$ cat src/rtl/mul_pkg.sv
// Shared types and defaults for the multiplier dispatch stage.
// The magnitude helper is used when MUL_DISPATCH_SIGNED_EN is defined.
package mul_pkg;

  typedef enum logic [1:0] {
    IDLE   = 2'd0,
    LAUNCH = 2'd1,
    WAIT   = 2'd2,
    HOLD   = 2'd3
  } mul_disp_state_t;

  localparam int MUL_LEN_DEFAULT   = 32;
  localparam int MUL_DEPTH_DEFAULT = 4;
  localparam int MUL_MAX_LEN       = 64;

  // Magnitude of a width-bit two's-complement value held in the low bits;
  // the most negative value maps onto its unsigned magnitude.
  function automatic logic [MUL_MAX_LEN-1:0] twos_magnitude(
    input logic [MUL_MAX_LEN-1:0] value,
    input int                     width
  );
    logic [MUL_MAX_LEN-1:0] mask;
    logic [MUL_MAX_LEN-1:0] neg;
    mask = (width >= MUL_MAX_LEN) ? '1 : ((64'd1 << width) - 64'd1);
    neg  = (~value + 64'd1) & mask;
    return value[6'(width - 1)] ? neg : (value & mask);
  endfunction

endpackage

$ cat src/rtl/mul_operand_fifo.sv
// Small power-of-two FIFO buffering operand pairs ahead of the multiplier.
// Pointers wrap naturally; full/empty come from the registered count.
module mul_operand_fifo #(
  parameter int WIDTH = 64,
  parameter int DEPTH = 4
) (
  input  logic                       clk,
  input  logic                       rst,
  input  logic                       push_i,
  input  logic [WIDTH-1:0]           push_data_i,
  input  logic                       pop_i,
  output logic [WIDTH-1:0]           pop_data_o,
  output logic                       full_o,
  output logic                       empty_o,
  output logic [$clog2(DEPTH):0]     count_o
);

  localparam int PW = $clog2(DEPTH);
  localparam int CW = PW + 1;

  logic [WIDTH-1:0] mem_q [DEPTH];
  logic [PW-1:0]    wr_ptr_q;
  logic [PW-1:0]    rd_ptr_q;
  logic [CW-1:0]    count_q;
  logic             do_push;
  logic             do_pop;

  assign full_o     = (count_q == CW'(DEPTH));
  assign empty_o    = (count_q == '0);
  assign count_o    = count_q;
  assign pop_data_o = mem_q[rd_ptr_q];
  assign do_push    = push_i && !full_o;
  assign do_pop     = pop_i && !empty_o;

  always_ff @(posedge clk or negedge rst) begin
    if (!rst) begin
      wr_ptr_q <= '0;
      rd_ptr_q <= '0;
      count_q  <= '0;
    end else begin
      if (do_push) wr_ptr_q <= wr_ptr_q + 1'b1;
      if (do_pop)  rd_ptr_q <= rd_ptr_q + 1'b1;
      case ({do_push, do_pop})
        2'b10:   count_q <= count_q + 1'b1;
        2'b01:   count_q <= count_q - 1'b1;
        default: count_q <= count_q;
      endcase
    end
  end

  // Storage needs no reset: an entry is only read after it has been written.
  always_ff @(posedge clk) begin
    if (do_push) mem_q[wr_ptr_q] <= push_data_i;
  end

endmodule

$ cat src/rtl/mul_dispatch.sv
// Issues buffered operand pairs to a sequential multiplier and returns products
// on a valid/ready port. Define MUL_DISPATCH_SIGNED_EN for two's-complement mode.
module mul_dispatch
  import mul_pkg::*;
#(
  parameter int LEN   = MUL_LEN_DEFAULT,
  parameter int DEPTH = MUL_DEPTH_DEFAULT
) (
  input  logic             clk,
  input  logic             rst,
  input  logic             in_valid,
  output logic             in_ready,
  input  logic [LEN-1:0]   in_a,
  input  logic [LEN-1:0]   in_b,
  output logic             out_valid,
  input  logic             out_ready,
  output logic [2*LEN-1:0] out_product,
  output logic             mul_start,
  output logic [LEN-1:0]   mul_multiplicand,
  output logic [LEN-1:0]   mul_multiplier,
  input  logic [2*LEN-1:0] mul_product,
  input  logic             mul_finish,
  output logic             busy
);

  mul_disp_state_t      state_q;
  logic                 out_valid_q;
  logic [2*LEN-1:0]     out_product_q;
  logic                 mul_start_q;
  logic [LEN-1:0]       mcand_q;
  logic [LEN-1:0]       mplier_q;

  logic                 fifo_full;
  logic                 fifo_empty;
  logic                 fifo_pop;
  logic [2*LEN-1:0]     fifo_rd_data;
  logic [$clog2(DEPTH):0] fifo_count;
  logic [LEN-1:0]       a_pop;
  logic [LEN-1:0]       b_pop;
  logic [LEN-1:0]       a_mag;
  logic [LEN-1:0]       b_mag;
  logic [2*LEN-1:0]     prod_fix;

  mul_operand_fifo #(
    .WIDTH (2*LEN),
    .DEPTH (DEPTH)
  ) u_fifo (
    .clk         (clk),
    .rst         (rst),
    .push_i      (in_valid),
    .push_data_i ({in_a, in_b}),
    .pop_i       (fifo_pop),
    .pop_data_o  (fifo_rd_data),
    .full_o      (fifo_full),
    .empty_o     (fifo_empty),
    .count_o     (fifo_count)
  );

  assign in_ready = !fifo_full;
  assign fifo_pop = (state_q == IDLE) && !fifo_empty;
  assign a_pop    = fifo_rd_data[2*LEN-1:LEN];
  assign b_pop    = fifo_rd_data[LEN-1:0];

`ifdef MUL_DISPATCH_SIGNED_EN
  logic sign_q;
  assign a_mag    = LEN'(twos_magnitude(64'(a_pop), LEN));
  assign b_mag    = LEN'(twos_magnitude(64'(b_pop), LEN));
  assign prod_fix = sign_q ? (~mul_product + (2*LEN)'(1)) : mul_product;
`else
  assign a_mag    = a_pop;
  assign b_mag    = b_pop;
  assign prod_fix = mul_product;
`endif

  // One operation in flight: a finish pulse only counts while in WAIT.
  always_ff @(posedge clk or negedge rst) begin
    if (!rst) begin
      state_q       <= IDLE;
      out_valid_q   <= 1'b0;
      out_product_q <= '0;
      mul_start_q   <= 1'b0;
      mcand_q       <= '0;
      mplier_q      <= '0;
`ifdef MUL_DISPATCH_SIGNED_EN
      sign_q        <= 1'b0;
`endif
    end else begin
      case (state_q)
        IDLE: begin
          if (!fifo_empty) begin
            mcand_q     <= a_mag;
            mplier_q    <= b_mag;
`ifdef MUL_DISPATCH_SIGNED_EN
            sign_q      <= a_pop[LEN-1] ^ b_pop[LEN-1];
`endif
            mul_start_q <= 1'b1;
            state_q     <= LAUNCH;
          end
        end
        LAUNCH: begin
          mul_start_q <= 1'b0;
          state_q     <= WAIT;
        end
        WAIT: begin
          if (mul_finish) begin
            out_product_q <= prod_fix;
            out_valid_q   <= 1'b1;
            state_q       <= HOLD;
          end
        end
        HOLD: begin
          if (out_ready) begin
            out_valid_q <= 1'b0;
            state_q     <= IDLE;
          end
        end
        default: state_q <= IDLE;
      endcase
    end
  end

  assign out_valid        = out_valid_q;
  assign out_product      = out_product_q;
  assign mul_start        = mul_start_q;
  assign mul_multiplicand = mcand_q;
  assign mul_multiplier   = mplier_q;
  assign busy             = (state_q != IDLE) || (fifo_count != '0);

endmodule

$ cat config.mk
export PLATFORM = sky130hd
export DESIGN_NAME = mul_dispatch
export DESIGN_NICKNAME = d
export VERILOG_FILES = /design/src/rtl/mul_pkg.sv /design/src/rtl/mul_operand_fifo.sv /design/src/rtl/mul_dispatch.sv
export SDC_FILE = /design/constraint.sdc
export NUM_CORES = 1
export LEC_CHECK = 0
export BUFFER_PORTS_ARGS = -buffer_cell sky130_fd_sc_hd__buf_2
export CORE_MARGIN = 2
export CORE_UTILIZATION = 39
export CTS_BUF_LIST = sky130_fd_sc_hd__clkbuf_2 sky130_fd_sc_hd__clkbuf_4 sky130_fd_sc_hd__clkbuf_8
export DETAILED_ROUTE_END_ITERATION = 10
export GPL_TIMING_DRIVEN = 0
export SKIP_LAST_GASP = 1
export SYNTH_ARGS = -nofsm -noshare
export SYNTH_HDL_FRONTEND = slang
export SYNTH_SLANG_ARGS = --single-unit
$ cat constraint.sdc
create_clock -name clk -period 4.5 [get_ports clk]
set_input_delay 0.45 -clock clk [delete_from_list [all_inputs] [get_ports clk]]
set_output_delay 0.45 -clock clk [all_outputs]
set_load 0.01 [all_outputs]
== Word level (Yosys, flattened, before mapping) ==
Memory sizes are Yosys's and may differ from the RTL's. A register that Yosys moved wholly into a read port is not among the register bits.
Cells that the tools add are included.
Storage, ports and cells
  memories: 1
  output and inout port bits: 132
  flip-flop bits (word level): 75
  input bits: 133
  bits in writable memories: 256
Operators by class
  muxes and demuxes: 12
  bitwise operators: 1
  reduce and logical (&&, ||, !) cells: 19
  add/subtract/negate cells: 4
  eq/ne operators: 9
Memory list
  u_fifo.mem_q: depth 4, width 64, rd ports 1, clocked after memory_dff 1, write ports 1, line mul_operand_fifo.sv:21  | logic [WIDTH-1:0] mem_q [DEPTH];
Operators by type and width (count)
  $pmux W2 S4: 1
  $reduce_bool A2 Y1: 4
  $eq A2 B2 Y1 const B: 3
  $mux W2: 3
  $ne A2 B2 Y1 const B: 3
  $pmux W3 S2: 1
  $reduce_and A2 Y1: 3
  $reduce_and A3 Y1: 2
  $mux W1: 5
  $add A2 B1 Y2 const B: 2
  $eq A2 B1 Y1 const B: 2
  $pmux W1 S2: 2
  $add A3 B1 Y3 const B: 1
  $eq A3 B3 Y1 const B: 1
  $logic_and A1 B1 Y1: 3
  $logic_not A1 Y1: 3
  $logic_not A3 Y1: 1
  $reduce_bool A3 Y1: 1
  $sub A3 B1 Y3 const B: 1
  $logic_not A2 Y1: 1
  $logic_or A1 B1 Y1: 1
  $not A1 Y1: 1

== Longest topological paths before layout ==
  depth after elaboration: 6
  depth in mapped cells: 10

== Modules after synthesis ==
Synthesis repeated with hierarchy kept, for this count alone.
Unflattened totals
  cell total of the unflattened synthesis: 672
  area total of the unflattened synthesis: 14988.1 um^2
Modules (own cells, without submodules)
  mul_operand_fifo: seq. area each 7862.5 um^2, times used 1, area each 9654.3 um^2, cells each 372
  mul_dispatch: seq. area each 3303.2 um^2, times used 1, area each 5333.9 um^2, cells each 300

== Worst setup path before layout ==
No wires, ideal clock.
  path type: reg-to-reg
  start: reg state_q[0]
  end: reg u_fifo.count_q[1] (netlist: u_fifo.count_o[1])
  library setup time: 0.125 ns
  slack: 2.380 ns
  clock period less this slack: 2.120 ns
  stages on the path, launching flop included: 9
  data arrival time: 1.996 ns
  path through: dfrtp_1 > inv_1 > ha_1 > o31ai_2 > inv_2 > clkbuf_1 > ha_1 > fa_1 > mux2_2
Between the ends
  word-level cells in the longest chain between the ends: 5
  elaborated cells between the ends (all ways): 7
Ends and longest elaborated chain
  from (decl): line mul_dispatch.sv:26  | mul_disp_state_t state_q;
  from (signal assigned): line mul_dispatch.sv:78  | state_q <= IDLE;
  from (signal assigned): line mul_dispatch.sv:97  | state_q <= LAUNCH;
  from (signal assigned): line mul_dispatch.sv:102  | state_q <= WAIT;
  $logic_not A2 Y1 (*): line mul_dispatch.sv:60  | assign fifo_pop = (state_q == IDLE) && !fifo_empty;
  $logic_and A1 B1 Y1 (*): line mul_dispatch.sv:60
  named net fifo_pop: line mul_dispatch.sv:35  | logic fifo_pop;
  $logic_and A1 B1 Y1 (*): line mul_operand_fifo.sv:33  | assign do_pop = pop_i && !empty_o;
  $eq A2 B1 Y1 / $eq A2 B2 Y1 (equally long branches): line mul_operand_fifo.sv:43  | case ({do_push, do_pop})
  $pmux W3 S2 / $reduce_bool A2 Y1 (equally long branches)
  to (signal assigned): line mul_operand_fifo.sv:44  | 2'b10: count_q <= count_q + 1'b1;
  to (signal assigned): line mul_operand_fifo.sv:45  | 2'b01: count_q <= count_q - 1'b1;
  to (signal assigned): line mul_operand_fifo.sv:46  | default: count_q <= count_q;
  to (decl): line mul_operand_fifo.sv:24  | logic [CW-1:0] count_q;
Mark *: on every way through the listed nets, which the timed path passes. The rest lies on a longest branch.
A chain may end at the register's enable or synchronous reset.

== Worst setup path after layout ==
Ends and elaborated chain as after synthesis.

==> run metrics <==
status=finished clean; Mean Syn Cell Area=approximately 18 um2; Max-Cap Viols=0; Comb power frac=between 30% and 40%; Port Buffer Count=approximately 260; max_slew headroom=about 57%; area leader, netlist=edfxtp_1; clock tree buffer depth=3; Tcrit/Tclk final=between 50% and 60%; # hold bufs at CTS=12; Cells after DPL=approximately 1.5k; Max Fclk=between 300 and 400 MHz; syn_nets=between 900 and 1k; switching part of the total=31.6%; synthesis-stage register bit count=just under 400; number of clock sinks=approximately 400; Peak supply drop=approximately 0.00027 V; family with the most delay on the worst path=adder cells; DR pass1 iterations=4; final setup violating endpoints=0; DP HPWL=slightly above 20000 um; number of I/O pins=between 200 and 300; Max stage delay cell, worst path=clkbuf_1; CP Launch Type=flop; clock power share=25.9%; simple-gate share of the synthesized area=roughly 5.5%; Avg Vias per Cell=4.80; post-CTS setup buffer count=0; post-synthesis compound-gate area fraction=0.342%; P_sw=roughly 0.004 W; largest family of logic cells by synthesized area=multiplexers; Post-Route Skew=~27 ps; Pleak=roughly 7.5 nW; Top cell by count, worst path=ha_1; Post-Layout Cell Count=1669; CP Buf/Inv Count=3; Flop pwr share=between 40% and 50%; P_int=between 0.008 and 0.009 W; worst path cell trace=inv_1, ha_1, o31ai_2, inv_2, clkbuf_1, ha_1, fa_1, mux2_2; row cnt=70; crit path DAT=~3000 ps; H-tree depth=3; largest net degree at the start of global routing=81; number of routed nets with antenna violations=0; ANT cells=0; starting density of the core=between 30% and 40%; CP max FO=10; DR WL/cell=19.5 um; grt ovf=0; ys flop type=edfxtp_1; total core area=around 37000 um2; Synth Area in Adders=0.906%; CTS clock-pin slew for the worst setup and hold paths=60 ps; Power Dens Cells=roughly 700 nW/um2; Post-CTS Resized=0; mux cell area share after synthesis=15.0%; Hold Vio Cnt, Final=0; Overall Power=0.0128 W; gpl congestion=around 0.7; first-pass GRT wire length=roughly 50000 um; drt initial violations=300; Slew Limit Fails=0; Die Wd=between 150 and 200 um; setup TNS=0 ps; vias in the first global route=approximately 8.6k; DRC=0; Max stage delay on crit path=between 400 and 500 ps; Die Y=roughly 200 um; Layout area overhead=24.6%; top cell type's share of synthesized area=between 50% and 60%; critical path endpoint category=flop; Synth cell types=30; ys async rst share=about a third; Mapped Area=~15000 um2; via count=between 8k and 9k; initial antenna violation count=0; unrepaired setup endpoints after global routing=no; synth warn=0; top-count cell post-synth=edfxtp_1; root buf cell=clkbuf_8; CP required=around 5000 ps; Crit Path Class=reg -> reg; sequential fraction of the synthesis area=between 70 and 80%; share of layout cells above drive strength 1=45.5%; fin crit period=~2600 ps; Cells after Synth=796; TritonCTS buffer count=69; clk_lat worst skew=620 ps; Nets=around 1.3k; Total Routed Length=roughly 33000 um; top cells by area, synth=edfxtp_1, dfrtp_1, mux4_2; Post-synth EDFFs=256; xor/xnor share of the synthesized area=0.359%; full die area=roughly 39000 um2; TritonCTS clock tree=yes; hold crit path type=in -> reg; Util after Layout=49.6%; gr usage total=between 10% and 20%; Post-synth top cells=edfxtp_1, nand2_1, dfrtp_1; actual slew at the worst max-slew pin=651 ps
-- layout make-up --
type,instances,area [um2]
Tap cell,468,586
Fill cell,3125,18600
Multi-Input combinational cell,360,3260
Timing Repair Buffer,281,1590
Clock inverter,21,155
Sequential cell,395,11200
Buffer,34,196
Inverter,7,26.3
Clock buffer,103,1250
-- worst reg2reg max path: cells and delay by family (launching register included) --
| family | cells | cell delay, ps |
|---|---|---|
| flip-flops | 1 | 410 |
| AO/OA/AOI/OAI | 1 | 150 |
| buffers and inverters | 3 | 680 |
| adder cells (fa/ha/maj) | 3 | 960 |
| multiplexers | 1 | 270 |
-- layer usage --
layer / routed length, um / track usage, % / vias to the layer above / part of all wire (%)
li1: - / - / 3674 / -
met1: 13400 / 20.4 / 4018 / 41
met2: 16100 / 28.9 / 264 / 49
met3: 2340 / 5.47 / 57 / 7.2
met4: 716 / 6.32 / 0 / 2.2
met5: 0 / 0 / - / 0
-- stage by stage --
step	worst slack (ps)	hold WS (ps)	instance area (um2)
floorplan	2380	154	14600
global placement	588	454	16500
detailed placement	1860	452	16700
CTS	1850	0.887	18200
global route	1670	13.6	18200
finish	1910	61.1	18200
-- cells in the final DEF (no fill, tap or decap), drive strengths merged --
cell           n
edfxtp       256
nand2        196
clkbuf       107
dlygate4sd3   12
fa             1
nand2b         1
inv            9
xor2           1
a22o           1
ha             9
bufinv         2
or3b           1
clkinvlp       3
and3           4
mux4          64
clkinv        14
a21oi          1
xnor2          5
a221oi         1
o31ai          1
nor3           1
dfrtp        139
o21ai          1
mux2          67
nor2           2
o32a           1
nor2b          1
buf          299
and2           1
-- final timing paths --
check                                     startpoint                    to  slack, ps  cells after the start
worst max-delay path                      state_q[0]     u_fifo.count_o[1]       1910                      8
worst min-delay path                        in_a[16]   u_fifo.mem_q[1][48]         60                      1
worst max register to register            state_q[0]     u_fifo.count_o[1]       1910                      8
worst min register to register  mul_multiplicand[15]  mul_multiplicand[15]        470                      2
max in group asynchronous                        rst  mul_multiplicand[30]       3280                      3
min in group asynchronous                        rst       out_product[10]        410                      2
-- power by group through the flow --
stage	clock (W)	sequential [W]	combinational [W]
finish	0.00332	0.00544	0.00406
global route	0.00359	0.00555	0.00453
CTS	0.00344	0.00545	0.00421
detailed placement	0	0.00552	0.00419
global placement	0	0.00550	0.00408
floorplan	0	0.00576	0.00229
-- registers in the layout (all words and copies together), names as in the netlist --
register          count
u_fifo.rd_ptr_q       2
u_fifo.wr_ptr_q       2
mul_multiplier       32
u_fifo.count_o        3
state_q               2
out_product          64
out_valid             1
u_fifo.mem_q        256
mul_multiplicand     32
mul_start             1
-- cell families (layout without fill, tap and decap cells) --
group	count (synthesis)	count (layout)
flops	395	395
xor+xnor	6	6
buf+inv	41	446
fa+ha+maj	10	10
simple gates	207	207
compound gates	6	6
mux	131	131
(Power assumes the default switching activity.)
